==> src/rtl/prog_loader_pit.sv <==
// prog_loader_pit: receives a program as a LEN / DATA... / CHK byte stream,
// verifies the checksum, stores the bytes in a register-file program memory
// and serves them to the CPU. Keeps the CPU in reset until a good load ends.
module prog_loader_pit #(
  parameter int DEPTH = 16
) (
  input  logic       clock,
  input  logic       reset,
  input  logic       start,
  input  logic       in_valid,
  input  logic [7:0] in_data,
  output logic       in_ready,
  input  logic [7:0] cpu_address,
  output logic [7:0] cpu_dout,
  output logic       cpu_reset,
  output logic       done,
  output logic       err,
  output logic [7:0] count
);

  // Memory index width; a one-entry memory still needs one index bit.
  localparam int AW = (DEPTH > 1) ? $clog2(DEPTH) : 1;
  localparam logic [8:0] DEPTH_W = 9'(DEPTH);
  localparam logic [7:0] HLT = 8'hF0;

  localparam logic [2:0] S_IDLE = 3'd0;
  localparam logic [2:0] S_LEN  = 3'd1;
  localparam logic [2:0] S_DATA = 3'd2;
  localparam logic [2:0] S_SUM  = 3'd3;
  localparam logic [2:0] S_RUN  = 3'd4;
  localparam logic [2:0] S_ERR  = 3'd5;

  // Running checksum: plain 8-bit wrap-around addition.
  function automatic logic [7:0] f_sum8(input logic [7:0] a, input logic [7:0] b);
    return 8'(a + b);
  endfunction

  logic [2:0]    r_state;
  logic [2:0]    w_next;
  logic [7:0]    r_len;
  logic [7:0]    r_sum;
  logic [7:0]    r_count;
  logic          r_in_ready;
  logic          r_cpu_reset;
  logic          r_done;
  logic          r_err;
  logic [7:0]    r_mem [DEPTH];
  logic          w_xfer;
  logic          w_start_acc;
  logic          w_len_bad;
  logic          w_last_data;
  logic          w_wr_en;
  logic          w_addr_ok;
  logic [AW-1:0] w_wr_idx;
  logic [AW-1:0] w_rd_idx;

  assign w_xfer      = in_valid & r_in_ready;
  // start only counts in the quiescent states; in LEN/DATA/SUM it is ignored.
  assign w_start_acc = start & ((r_state == S_IDLE) | (r_state == S_RUN) | (r_state == S_ERR));
  assign w_len_bad   = (in_data == 8'd0) | ({1'b0, in_data} > DEPTH_W);
  assign w_last_data = (8'(r_count + 8'd1) == r_len);
  assign w_wr_en     = (r_state == S_DATA) & w_xfer;
  assign w_wr_idx    = r_count[AW-1:0];
  assign w_rd_idx    = cpu_address[AW-1:0];
  assign w_addr_ok   = ~cpu_address[7] & ({1'b0, cpu_address} < DEPTH_W);

  assign in_ready  = r_in_ready;
  assign cpu_reset = r_cpu_reset;
  assign done      = r_done;
  assign err       = r_err;
  assign count     = r_count;

  // Next-state decode of the load sequencer.
  always_comb begin
    w_next = r_state;
    case (r_state)
      S_IDLE: begin
        if (start) w_next = S_LEN;
        else       w_next = S_IDLE;
      end
      S_LEN: begin
        if (w_xfer) w_next = w_len_bad ? S_ERR : S_DATA;
        else        w_next = S_LEN;
      end
      S_DATA: begin
        if (w_xfer && w_last_data) w_next = S_SUM;
        else                       w_next = S_DATA;
      end
      S_SUM: begin
        if (w_xfer) w_next = (in_data == r_sum) ? S_RUN : S_ERR;
        else        w_next = S_SUM;
      end
      S_RUN: begin
        if (start) w_next = S_LEN;
        else       w_next = S_RUN;
      end
      S_ERR: begin
        if (start) w_next = S_LEN;
        else       w_next = S_ERR;
      end
      default: w_next = S_IDLE;
    endcase
  end

  // State register plus registered decodes of the state being entered.
  always_ff @(posedge clock or posedge reset) begin
    if (reset) begin
      r_state     <= S_IDLE;
      r_in_ready  <= 1'b0;
      r_cpu_reset <= 1'b1;
      r_done      <= 1'b0;
      r_err       <= 1'b0;
    end else begin
      r_state     <= w_next;
      r_in_ready  <= (w_next == S_LEN) | (w_next == S_DATA) | (w_next == S_SUM);
      r_cpu_reset <= (w_next != S_RUN);
      r_done      <= (w_next == S_RUN);
      r_err       <= (w_next == S_ERR);
    end
  end

  // Length, checksum and byte counter for the load in progress.
  always_ff @(posedge clock or posedge reset) begin
    if (reset) begin
      r_len   <= 8'd0;
      r_sum   <= 8'd0;
      r_count <= 8'd0;
    end else if (w_start_acc) begin
      r_sum   <= 8'd0;
      r_count <= 8'd0;
    end else if ((r_state == S_LEN) && w_xfer && !w_len_bad) begin
      r_len   <= in_data;
      r_sum   <= 8'd0;
      r_count <= 8'd0;
    end else if (w_wr_en) begin
      r_sum   <= f_sum8(r_sum, in_data);
      r_count <= 8'(r_count + 8'd1);
    end else begin
      r_len   <= r_len;
      r_sum   <= r_sum;
      r_count <= r_count;
    end
  end

  // Program memory: cleared to HLT on reset, written one byte per data transfer.
  always_ff @(posedge clock or posedge reset) begin
    if (reset) begin
      for (int i = 0; i < DEPTH; i++) r_mem[i] <= HLT;
    end else if (w_wr_en) begin
      r_mem[w_wr_idx] <= in_data;
    end else begin
      r_mem <= r_mem;
    end
  end

  // CPU read port: combinational, anything outside the stored program reads as HLT.
  always_comb begin
    cpu_dout = HLT;
    if (w_addr_ok) cpu_dout = r_mem[w_rd_idx];
    else           cpu_dout = HLT;
  end

endmodule

==> config.mk <==
export PLATFORM = sky130hd
export DESIGN_NAME = prog_loader_pit
export DESIGN_NICKNAME = d
export VERILOG_FILES = /design/src/rtl/prog_loader_pit.sv
export SDC_FILE = /design/constraint.sdc
export NUM_CORES = 1
export LEC_CHECK = 0
export CAP_MARGIN = 30
export CORE_UTILIZATION = 40
export CTS_CLUSTER_SIZE = 8
export DETAILED_ROUTE_END_ITERATION = 8
export SYNTH_ARGS = -nofsm -noshare
export SYNTH_HDL_FRONTEND = slang
export SYNTH_SLANG_ARGS = --single-unit
==> constraint.sdc <==
create_clock -name clock -period 5.15 [get_ports clock]
set_input_delay 1.03 -clock clock [delete_from_list [all_inputs] [get_ports clock]]
set_output_delay 1.03 -clock clock [all_outputs]
set_load 0.005 [all_outputs]
==> summary.txt <==
R2R depth = 4
P_leak = 3.98 nW
vias in the first global route = 5022
syn avg cell area = 14.6 um^2
CTS tree = done
DP HPWL = 11300 um
Setup crit end kind = output pin
Die ar. = 20100 um^2
sequential cell area fraction in the yosys report = 51.9%
pin count of the biggest net entering global routing = 86
Pint = 2.20 mW
critical path type = in -> out
first-pass GRT wire length = 28400 um
fin cells = 838
Primary FF master, synth = dfrtp_1
Post-synth top cells = 133 x mux2_2, 94 x dfrtp_1, 65 x dfstp_2, 40 x mux4_2, 18 x nand2_1
Filler Cells Inserted = 1626
Yosys top cell area share = 30.1%
CTS sink count = 159
switching share of power = 23.8%
Critical Path RT = 4.12 ns
syn nets = 568
area grow syn2layout = 16.1%
CTS resizes = 0
XOR/XNOR share of the synthesized area = 2.19%
port buffer count = 39
critical path startpoint category = input pin
IO Pins = 40
Placeable Area = 19000 um^2
Total GRT Usage = 19.4%
Die Height = 142 um
grt ovf = 0
clock root buffer = clkbuf_16
Yosys cell types = 53
Clk network pwr share = 45.5%
final setup fails = 0
Hold-fix buffers, CTS = 0
Final Hold Vio Count = 0
Avg WL per Cell = 21.3 um
# nets final = 597
initial antenna violation count = 0
outcome = finished clean
post-synthesis compound-gate area fraction = 3.23%
htree depth = 4
VDD IR max = 0.205 mV
crit path max fanout = 9
Via Count = 4598
Max-slew headroom = 46.6%
row cnt = 50
PwrDens = 318 nW/um^2
Max Freq = 218 MHz
Worst Tran Pin Value = 0.798 ns
Setup WS pre-CTS = 0.544 ns
Max Slew Vio Count = 0
# DRC = 0
wirelength, routed = 17800 um
Clock transition at path regs = 0.06 ns
Synth Instances = 536
Final WS setup = 0.559 ns
count leader, synth = mux2_2
top post-synthesis cells by area = dfrtp_1 30%, dfstp_2 22%, mux2_2 19%
final clock skew = 0.00890 ns
EDFF count, synth = 0
Max Cap Viol = 0
Comb power frac = 8.8%
HP Class = reg -> reg
Final Cycle Share = 89.2%
Initial DRT Pass Iterations = 7
hold path cells = 2
Yosys top cell by area = dfrtp_1
Iter 0 DRT Violations = 267
vias per inst = 5.49
Post-CTS Setup Inserts = 0
Clock Path Buffers = 2
Initial Util = 41.3%
Synth Area in Adders = 2.01%
YS warnings = 0
ANT cells = 0
Synth Register Bits = 159
mux cell area share after synthesis = 30.9%
Netlist Area Pre-Place = 7830 um^2
dpl cells = 806
crit path time final = 4.59 ns
Final TNS setup = 0 ns
layout cells sized above 1 = 51.6%
async set-or-reset flop fraction in the synthesized netlist = 100%
routability cong. = 0.791
Synth Area in Simple Gates = 7.24%
Horiz. Die Dim = 142 um
Num CTS Buffers = 17
crit path DAT = 3.56 ns
P_sw = 687 uW
RSZ-0062 raised after global routing = no
part of the power in registers = 45.7%
antenna viol nets, final = 0
largest family of logic cells by synthesized area = multiplexers
Clock Latency Late Sink = 0.42 ns
## kinds of logic after synthesis
group	after synthesis
muxes	175
AOI/OAI and AO/OA	40
DFF	159
buffers and inverters	44
adders and majority gates	12
and+or+nand+nor	88
xor gates and xnor gates	18
## power groups by stage
stage / Clock [mW] / Sequential (mW) / Combinational (mW)
global route: 1.39 / 1.32 / 0.279
global placement: 0 / 1.34 / 0.250
finish: 1.31 / 1.32 / 0.254
detailed placement: 0 / 1.34 / 0.258
CTS: 1.34 / 1.32 / 0.260
floorplan: 0 / 1.34 / 0.174
## sequential cells by signal, indices dropped and copies added, names as in the netlist
name,count
r_sum,8
in_ready,1
count,8
err,1
r_mem,128
r_state,3
r_len,8
cpu_reset,1
done,1
## worst paths after layout
path	startpoint	endpoint	slack [ns]
max	cpu_address[1]	cpu_dout[3]	0.56
min	r_sum[3]$_DFFE_PP0P_	r_sum[3]$_DFFE_PP0P_	0.49
max reg2reg	r_state[1]$_DFF_PP0_	r_mem[81]$_DFFE_PP0P_	2.44
min reg2reg	r_sum[3]$_DFFE_PP0P_	r_sum[3]$_DFFE_PP0P_	0.49
max in group asynchronous	reset	r_mem[124]$_DFFE_PP1P_	3.11
min in group asynchronous	reset	r_len[5]$_DFFE_PP0P_	1.02
## cell type report
class	count	area (um^2)	area share, %
repair buffers	47	483	5.32
flip-flops and latches	159	4060	44.7
multi-input cells	333	3570	39.3
inverters	7	30.0	0.331
well taps	260	325	3.58
clock inverters	12	156	1.72
clock buffers	20	457	5.03
## critical path, stage by stage
cell             delay [ns]
clkdlybuf4s50_1        0.86
buf_4                  0.27
mux4_2                 0.31
mux4_2                 0.46
and2_1                 0.18
clkdlybuf4s50_1        0.45
## layout by cell type, fill, tap and decap left out, drive strengths merged, types with 2 or more instances in the layout
cell type      instances
xnor2                 11
clkbuf                20
dfrtp                 94
o211ai                 2
mux2                 133
a31oi                  2
inv                   10
nor2b                  6
nand4                  6
dfstp                 65
o21ai                 16
a22o                   3
mux4                  40
nor2                  10
buf                    9
clkdlybuf4s50         38
ha                    11
mux2i                  2
nand3                 19
nor4                   4
nand2                 18
and2                   4
clkinv                 5
a21oi                  7
nor3                   4
or3                    2
bufinv                 3
nand2b                 4
and3                   3
xor2                   6
or4                    4
## per-stage QoR
step           hold slack [ns]  power (mW)  cell area [um^2]  util (%)
2_1_floorplan            0.454        1.51              7830         -
3_3_place_gp             0.477        1.59              8470      44.7
3_5_place_dp             0.484        1.60              8470      44.7
4_1_cts                  0.498        2.92              9080      47.9
5_1_grt                  0.519        3.00              9080      47.9
6_report                 0.490        2.89              9080      47.9
## routing by layer
metal  up-vias  global-route usage (%)  routed length, um
met5         -                       0                  0
met2        65                    33.1               9120
met4         0                    6.68                313
met1      2457                    24.6               7980
met3        20                    3.78                404
li1       2056                       -                  -
Power figures use the tool's default switching activity.
